**config.mk**
```make
export PLATFORM = sky130hd
export DESIGN_NAME = mem_port_arbiter
export DESIGN_NICKNAME = d
export VERILOG_FILES = /design/src/rtl/mem_port_arbiter.sv
export SDC_FILE = /design/constraint.sdc
export NUM_CORES = 1
export LEC_CHECK = 0
export CAP_MARGIN = 20
export CORE_MARGIN = 1.5
export CORE_UTILIZATION = 43
export DETAILED_ROUTE_END_ITERATION = 8
export HOLD_SLACK_MARGIN = 0.06
export PLACE_DENSITY_LB_ADDON = 0.1
export SETUP_SLACK_MARGIN = 0.05
export SYNTH_ARGS = -nofsm -noshare
export SYNTH_HDL_FRONTEND = slang
export SYNTH_SLANG_ARGS = --single-unit
```
**constraint.sdc**
```tcl
create_clock -name clk -period 5.5 [get_ports clk]
set_input_delay 1.1 -clock clk [delete_from_list [all_inputs] [get_ports clk]]
set_output_delay 1.1 -clock clk [all_outputs]
set_load 0.05 [all_outputs]
```
**src/rtl/mem_port_arbiter.sv**
```systemverilog
// Arbitrates the IF and MEM requesters onto one downstream memory port.
// Data wins by default; d_streak bounds how long a pending fetch can wait.
module mem_port_arbiter #(
  parameter int unsigned MAX_D_STREAK = 4
) (
  input  logic        clk,
  input  logic        rst,
  input  logic [31:0] i_addr,
  input  logic [3:0]  i_rmask,
  output logic [31:0] i_rdata,
  output logic        i_resp,
  input  logic [31:0] d_addr,
  input  logic [3:0]  d_rmask,
  input  logic [3:0]  d_wmask,
  input  logic [31:0] d_wdata,
  output logic [31:0] d_rdata,
  output logic        d_resp,
  output logic [31:0] mem_addr,
  output logic [3:0]  mem_rmask,
  output logic [3:0]  mem_wmask,
  output logic [31:0] mem_wdata,
  input  logic [31:0] mem_rdata,
  input  logic        mem_resp
);

  typedef enum logic [1:0] {
    IDLE,
    BUSY_I,
    BUSY_D
  } state_t;

  localparam logic [3:0] MAX_S = 4'(MAX_D_STREAK);

  state_t      state;
  logic [3:0]  d_streak;

  logic        i_pend;
  logic [31:0] i_pend_addr;
  logic [3:0]  i_pend_rmask;

  logic        d_pend;
  logic [31:0] d_pend_addr;
  logic [3:0]  d_pend_rmask;
  logic [3:0]  d_pend_wmask;
  logic [31:0] d_pend_wdata;

  logic        i_req;
  logic        d_req;
  logic        i_cand;
  logic        d_cand;
  logic        can_grant;
  logic        grant_i;
  logic        grant_d;

  logic [31:0] i_sel_addr;
  logic [3:0]  i_sel_rmask;
  logic [31:0] d_sel_addr;
  logic [3:0]  d_sel_rmask;
  logic [3:0]  d_sel_wmask;
  logic [31:0] d_sel_wdata;

  assign i_req = |i_rmask;
  assign d_req = (|d_rmask) | (|d_wmask);

  assign i_cand = i_pend | i_req;
  assign d_cand = d_pend | d_req;

  assign i_sel_addr  = i_pend ? i_pend_addr  : i_addr;
  assign i_sel_rmask = i_pend ? i_pend_rmask : i_rmask;
  assign d_sel_addr  = d_pend ? d_pend_addr  : d_addr;
  assign d_sel_rmask = d_pend ? d_pend_rmask : d_rmask;
  assign d_sel_wmask = d_pend ? d_pend_wmask : d_wmask;
  assign d_sel_wdata = d_pend ? d_pend_wdata : d_wdata;

  // Arbitrate on the response cycle too, so transactions run back-to-back.
  assign can_grant = (state == IDLE) | mem_resp;
  assign grant_d   = can_grant & d_cand &
                     ((d_streak < MAX_S) | ~i_cand);
  assign grant_i   = can_grant & i_cand & ~grant_d;

  assign i_resp  = mem_resp & (state == BUSY_I);
  assign d_resp  = mem_resp & (state == BUSY_D);
  assign i_rdata = mem_rdata;
  assign d_rdata = mem_rdata;

  always_ff @(posedge clk) begin
    if (rst) begin
      state        <= IDLE;
      d_streak     <= '0;
      i_pend       <= 1'b0;
      i_pend_addr  <= '0;
      i_pend_rmask <= '0;
      d_pend       <= 1'b0;
      d_pend_addr  <= '0;
      d_pend_rmask <= '0;
      d_pend_wmask <= '0;
      d_pend_wdata <= '0;
      mem_addr     <= '0;
      mem_rmask    <= '0;
      mem_wmask    <= '0;
      mem_wdata    <= '0;
    end else begin
      mem_rmask <= '0;
      mem_wmask <= '0;

      if (i_req) begin
        i_pend       <= 1'b1;
        i_pend_addr  <= i_addr;
        i_pend_rmask <= i_rmask;
      end
      if (d_req) begin
        d_pend       <= 1'b1;
        d_pend_addr  <= d_addr;
        d_pend_rmask <= d_rmask;
        d_pend_wmask <= d_wmask;
        d_pend_wdata <= d_wdata;
      end

      if (grant_d) begin
        state     <= BUSY_D;
        d_pend    <= 1'b0;
        mem_addr  <= d_sel_addr;
        mem_rmask <= d_sel_rmask;
        mem_wmask <= d_sel_wmask;
        mem_wdata <= d_sel_wdata;
        if (!i_cand) begin
          d_streak <= '0;
        end else if (d_streak != 4'hF) begin
          d_streak <= d_streak + 4'd1;
        end
      end else if (grant_i) begin
        state     <= BUSY_I;
        i_pend    <= 1'b0;
        mem_addr  <= i_sel_addr;
        mem_rmask <= i_sel_rmask;
        d_streak  <= '0;
      end else if (mem_resp) begin
        state <= IDLE;
      end
    end
  end

  a_i_single: assert property (@(posedge clk) disable iff (rst)
    i_req |-> !(i_pend || (state == BUSY_I && !mem_resp)));

  a_d_single: assert property (@(posedge clk) disable iff (rst)
    d_req |-> !(d_pend || (state == BUSY_D && !mem_resp)));

endmodule

```
Word level (Yosys, flattened, before mapping)
Cells that the tools add are included.
{"block": "word_totals", "elab_cells": 64, "output_inout_bits": 138, "reg_bits": 188, "in_bits": 143}
{"block": "op_classes", "reduce_logical": 10, "bitwise": 13, "mux": 20, "add_sub_neg": 1, "order_cmp": 1, "n_eq_ne": 4}
{"cell": "2-to-1 mux 32 bit", "count": 5}
{"cell": "2-to-1 mux 4 bit", "count": 9}
{"cell": "OR reduction 4 bit", "count": 3}
{"cell": "bitwise AND 1 bit", "count": 6}
{"cell": "2-to-1 mux 2 bit", "count": 3}
{"cell": "OR 1 bit", "count": 5}
{"cell": "adder 4 x 1 -> 4 bit (second input constant)", "count": 1}
{"cell": "< comparator 4 x 3 -> 1 bit (second input constant)", "count": 1}
{"cell": "!= test 4 bit (second input constant)", "count": 1}
{"cell": "nonzero test 2 bit", "count": 2}
{"cell": "OR reduction 2 bit", "count": 2}
{"cell": "2-to-1 mux 1 bit", "count": 3}
{"cell": "!= test 3 x 2 -> 1 bit (second input constant)", "count": 1}
{"cell": "nonzero test 3 bit", "count": 1}
{"cell": "equality test 2 x 1 -> 1 bit (second input constant)", "count": 1}
{"cell": "equality test 2 bit (second input constant)", "count": 1}
{"cell": "logical NOT 2 bit", "count": 1}
{"cell": "NOT 1 bit", "count": 2}
{"cell": "AND reduction 2 bit", "count": 1}

Longest topological paths before layout
{"block": "depth", "ltp_word": 9, "ltp_mapped": 7, "ltp_nobuf": 4}

Worst setup path before layout
No wires, ideal clock.
{"block": "synth_path", "path_kind": "input port to output port", "startpoint": "in mem_resp", "endpoint": "out i_resp", "cell_stages": 2, "slack_ns": 2.614, "required_time_ns": 4.400, "arrival_ns": 1.786, "n_path_buf": 0, "cell_sequence": "nand2_1 -> nor2_1"}
{"block": "synth_via", "elab_chain_len": 1}
{"element": "from (decl)", "line": "23", "rtl": "input logic mem_resp"}
{"element": "bitwise AND 1 bit", "line": "81", "rtl": "assign i_resp = mem_resp & (state == BUSY_I);"}
{"element": "to (decl)", "line": "11", "rtl": "output logic i_resp,"}
Every way passes these cells.

Worst setup path in the final report
{"block": "layout_path", "startpoint": "in mem_resp", "endpoint": "out d_resp"}
{"block": "layout_via", "elab_chain_len": 1}
{"element": "bitwise AND 1 bit", "line": "82", "rtl": "assign d_resp = mem_resp & (state == BUSY_D);"}
{"element": "to (decl)", "line": "17", "rtl": "output logic d_resp,"}
Every way passes these cells.

==> flow_summary.html <==
<table>
<tr><th>Metric</th><th>Value</th></tr>
<tr><th colspan="2">Status</th></tr>
<tr><td>Status</td><td>completed</td></tr>
<tr><th colspan="2">Power</th></tr>
<tr><td>Combinational power share</td><td>20.7%</td></tr>
<tr><td>Peak supply drop</td><td>0.0002309 V</td></tr>
<tr><td>Overall power</td><td>0.003521 W</td></tr>
<tr><td>Cell-internal power</td><td>0.002497 W</td></tr>
<tr><td>Total net switching power</td><td>0.001023 W</td></tr>
<tr><td>Proportion of total power due to net switching</td><td>29.06%</td></tr>
<tr><td>Cell area power density</td><td>332.4 nW/um2</td></tr>
<tr><td>Leakage power summed over all cells</td><td>4.062 nW</td></tr>
<tr><td>Part of the total power dissipated in sequential elements</td><td>43.7%</td></tr>
<tr><td>Clk network pwr share</td><td>35.6%</td></tr>
<tr><th colspan="2">Min path</th></tr>
<tr><td>Cells on Worst Hold Path</td><td>2</td></tr>
<tr><td>End point of the most critical hold path</td><td>i_pend_addr[31]</td></tr>
<tr><td>Start point of the worst min-delay path</td><td>i_pend_addr[31]</td></tr>
<tr><td>Worst min path class</td><td>reg -&gt; reg</td></tr>
<tr><th colspan="2">Clock network</th></tr>
<tr><td>Clock Sinks</td><td>188</td></tr>
<tr><td>Clock tree from TritonCTS</td><td>built</td></tr>
<tr><td>Clk pin slew, worst setup/hold paths</td><td>0.06 ns</td></tr>
<tr><td>Hold Buf Count CTS</td><td>0</td></tr>
<tr><td>Number of levels the H-tree was split into</td><td>4</td></tr>
<tr><td>Number of CTS-inserted buffers</td><td>17</td></tr>
<tr><td>Clock root buffer</td><td>clkbuf_16</td></tr>
<tr><td>Worst-skew pair later-pin latency</td><td>0.43 ns</td></tr>
<tr><td>Post-cts repair resize count</td><td>0</td></tr>
<tr><td>CTS max path bufs</td><td>2</td></tr>
<tr><td>Buffer count from post-CTS setup fixing</td><td>0</td></tr>
<tr><th colspan="2">Floorplanning</th></tr>
<tr><td>Width of the die</td><td>143.6 um</td></tr>
<tr><td>Row count</td><td>51</td></tr>
<tr><td>DIE AREA</td><td>20630 um2</td></tr>
<tr><td>I/O pin total</td><td>281</td></tr>
<tr><td>Die Span Y</td><td>143.6 um</td></tr>
<tr><td>Initial core utilization</td><td>43.83%</td></tr>
<tr><td>Area of the core</td><td>19400 um2</td></tr>
<tr><th colspan="2">Synth</th></tr>
<tr><td>Post-Synth Adder-Cell Area</td><td>0.1471%</td></tr>
<tr><td>Most used flip-flop cell after synthesis</td><td>dfxtp_1</td></tr>
<tr><td>Share of cell area taken by muxes after synthesis</td><td>13.14%</td></tr>
<tr><td>Number of synthesized register bits</td><td>188</td></tr>
<tr><td>Biggest area contributors in the synthesized netlist</td><td>dfxtp_1, mux2i_1, nand2_1, a21oi_1, buf_4</td></tr>
<tr><td>Mapped Area</td><td>8503 um2</td></tr>
<tr><td>Count of flip-flops with a built-in enable after synthesis</td><td>0</td></tr>
<tr><td>Post-synthesis share of cell area spent on xor and xnor gates</td><td>0%</td></tr>
<tr><td>Dominant cell type by area after synthesis</td><td>dfxtp_1</td></tr>
<tr><td>Yosys warnings</td><td>0</td></tr>
<tr><td>Net Count, Synth</td><td>1110</td></tr>
<tr><td>Fraction of the mapped netlist area in simple logic gates</td><td>13.27%</td></tr>
<tr><td>Synth async-reset ratio</td><td>0%</td></tr>
<tr><td>Number of cells produced by synthesis</td><td>966</td></tr>
<tr><td>Sequential cell area fraction in the yosys report</td><td>44.26%</td></tr>
<tr><td>Mean post-synth cell area</td><td>8.802 um2</td></tr>
<tr><td>Combinational family with the most area after synthesis</td><td>compound AO/OA/AOI/OAI gates</td></tr>
<tr><td>Number of distinct library cells after synthesis</td><td>40</td></tr>
<tr><td>Post-synth top area share</td><td>44.26%</td></tr>
<tr><td>Compound-Gate Fraction of Synth Area</td><td>18.25%</td></tr>
<tr><th colspan="2">Detailed routing</th></tr>
<tr><td>Antenna Violating Nets Remaining</td><td>0</td></tr>
<tr><td>Total Wirelength</td><td>22.17 mm</td></tr>
<tr><td>Total vias in the final route</td><td>6856</td></tr>
<tr><td>Number of DRC markers after the initial detailed-route iteration</td><td>338</td></tr>
<tr><td>Post-DR wirelength/cell</td><td>16.84 um</td></tr>
<tr><td>Pre-antenna DRT Iters</td><td>5</td></tr>
<tr><td>Post-detailed-route DRC marker count</td><td>0</td></tr>
<tr><td>Per-cell via count in the routed design</td><td>5.206</td></tr>
<tr><th colspan="2">Setup path</th></tr>
<tr><td>Type of origin of the critical path</td><td>input pin</td></tr>
<tr><td>R2r endpoint</td><td>mem_rmask[3]</td></tr>
<tr><td>Slowest library cell on the worst path</td><td>clkdlybuf4s50_1</td></tr>
<tr><td>Setup CP Type</td><td>in -&gt; out</td></tr>
<tr><td>CP top delay family</td><td>buffers and inverters</td></tr>
<tr><td>Crit-path cells</td><td>clkdlybuf4s50_1 -&gt; and3b_1 -&gt; clkdlybuf4s50_1</td></tr>
<tr><td>Largest stage delay on the critical path</td><td>0.79 ns</td></tr>
<tr><td>CP dominant cell by count</td><td>clkdlybuf4s50_1</td></tr>
<tr><td>Critical R2R Launch</td><td>state[1]</td></tr>
<tr><td>Number of buffers and inverters on the critical path</td><td>2</td></tr>
<tr><td>FF-to-FF path depth</td><td>5</td></tr>
<tr><td>Worst EP arrival</td><td>2.65 ns</td></tr>
<tr><td>Crit. End Element</td><td>primary output</td></tr>
<tr><td>Required time of the worst setup path</td><td>4.40 ns</td></tr>
<tr><td>CP Max Fanout</td><td>5</td></tr>
<tr><td>Reg-to-reg setup timing slack</td><td>2.96 ns</td></tr>
<tr><th colspan="2">Global route</th></tr>
<tr><td>Vias in the first global route</td><td>6587</td></tr>
<tr><td>Maximum number of pins on one net before global-route repair</td><td>73</td></tr>
<tr><td>Gr ovfl total</td><td>0</td></tr>
<tr><td>Wire length of the first global-routing pass</td><td>34.56 mm</td></tr>
<tr><td>GRT Resource Usage Total</td><td>21.59%</td></tr>
<tr><td>Number of antenna violations at the first check in global routing</td><td>0</td></tr>
<tr><th colspan="2">Job</th></tr>
<tr><td>Max-capacitance violation count</td><td>0</td></tr>
<tr><th colspan="2">Placement</th></tr>
<tr><td>RePlAce Congestion</td><td>0.7665</td></tr>
<tr><td>Post-DP HPWL</td><td>13.86 mm</td></tr>
<tr><td>Port bufs</td><td>184</td></tr>
<tr><td>Post-Place Worst Slack</td><td>1.482 ns</td></tr>
<tr><td>Area post-placement</td><td>9982 um2</td></tr>
<tr><th colspan="2">Final layout</th></tr>
<tr><td>Area of combinational cells with multiple inputs</td><td>3836 um2</td></tr>
<tr><td>Area added between synthesis and finish</td><td>24.56%</td></tr>
<tr><td>Final design instance area without fill</td><td>10590 um2</td></tr>
<tr><td>Filler Cells Inserted</td><td>1817</td></tr>
<tr><td>Share of cells above drive strength 1</td><td>10.46%</td></tr>
<tr><td>Seq. cell area</td><td>3769 um2</td></tr>
<tr><td>Net count reported at finish</td><td>1183</td></tr>
<tr><td>Final antenna diode count</td><td>0</td></tr>
<tr><th colspan="2">STA</th></tr>
<tr><td>Worst path setup slack after routing</td><td>1.754 ns</td></tr>
<tr><td>Final Hold Viols</td><td>0</td></tr>
<tr><td>Setup Total Neg Slack</td><td>0 ns</td></tr>
<tr><td>Setup Skew</td><td>0.01176 ns</td></tr>
<tr><td>Clock period minus final worst setup slack</td><td>3.746 ns</td></tr>
<tr><td>Final worst path period share</td><td>68.10%</td></tr>
<tr><td>Max_slew headroom</td><td>28.72%</td></tr>
<tr><td>Highest clock rate</td><td>267.0 MHz</td></tr>
<tr><td>Setup repair after global routing missed its margin</td><td>false</td></tr>
<tr><td>Hold slack</td><td>0.4498 ns</td></tr>
<tr><td>Actual slew at the worst max-slew pin</td><td>1.069 ns</td></tr>
<tr><td>Max-slew violations</td><td>0</td></tr>
<tr><td>Setup-violating endpoint count in the final report</td><td>0</td></tr>
</table>
-- power groups by stage --
| stage | clock [W] | combinational [W] | sequential [W] |
|---|---|---|---|
| 4_1_cts | 0.00128 | 0.000734 | 0.00154 |
| 3_3_place_gp | 0 | 0.000728 | 0.00157 |
| 6_report | 0.00125 | 0.000730 | 0.00154 |
| 2_1_floorplan | 0 | 0.000409 | 0.00174 |
| 5_1_grt | 0.00134 | 0.000778 | 0.00155 |
| 3_5_place_dp | 0 | 0.000731 | 0.00157 |
-- how the worst max path moves through the flow --
stage	startpoint	end	slack [ns]	cells past startpoint
after global placement	i_rmask[3]	mem_addr[30]	1.53	7
after CTS	mem_resp	d_resp	1.74	3
after floorplan	mem_resp	i_resp	2.61	2
after global routing	mem_resp	d_resp	1.73	3
final	mem_resp	d_resp	1.75	3
after detailed placement	i_rmask[3]	mem_addr[30]	1.48	7
-- metal layers --
metal	vias to the layer above	share of wire (%)	track usage, %
li1	3442	-	-
met1	3214	46	28.06
met2	182	48	35.20
met3	18	5.4	5.865
met4	0	0.95	6.015
met5	-	0	0
-- cell usage in the layout (no fill, tap or decap), drive strengths merged, types with 2 or more instances in the layout --
cell type	n
nand2b	3
nand2	195
bufinv	3
mux2i	79
nor3	2
o22ai	4
mux2	29
clkbuf	22
a211oi	36
and3	2
o21ai	3
o221ai	29
clkinv	3
clkdlybuf4s50	183
a32o	2
or4	3
buf	14
a221o	3
nor2	24
clkinvlp	4
inv	30
and2	2
dfxtp	188
o211a	2
a21oi	143
nor4	3
nand4	30
-- synth_stat cells, types with 4 or more instances --
cell type and instances:
a211oi_2 30, dfxtp_1 188, buf_2 8, a21oi_1 143, mux2_2 29, buf_1 10
buf_4 64, buf_6 4, mux2i_1 79, a211oi_1 6, nand4_1 30, nand2_1 195
clkbuf_1 57, nor2_1 24, o221ai_1 29, inv_1 29, o22ai_1 4
-- cell type report --
cell class / instances / area share, %
multi-input cells: 605 / 36.22
flip-flops and latches: 188 / 35.58
clock inverters: 10 / 1.323
repair buffers: 197 / 18.39
clock buffers: 22 / 4.288
well taps: 265 / 3.131
inverters: 30 / 1.063
-- cell families after synthesis --
group	count (synthesis)
and+or+nand+nor	267
AOI/OAI and AO/OA	229
DFF	188
buffers and inverters	173
muxes	108
adders and majority gates	1
-- registers in the layout, summed over array words and instances (netlist names), 4 cells and up --
name          cells
d_pend_rmask      4
mem_addr         32
d_pend_addr      32
d_pend_wmask      4
i_pend_rmask      4
mem_wdata        32
d_pend_wdata     32
mem_rmask         4
mem_wmask         4
d_streak          4
i_pend_addr      32
-- worst min-delay path, stage by stage (launching register included) --
cell     delay (ns)
dfxtp_1        0.31
nand2_1        0.05
a21oi_1        0.05
-- through the flow --
step	cells	utilization (%)
floorplan	966	-
global placement	1284	51.46
detailed placement	1284	51.46
CTS	1316	54.52
global route	1317	54.60
finish	1317	54.60
Power figures use the tool's default switching activity.
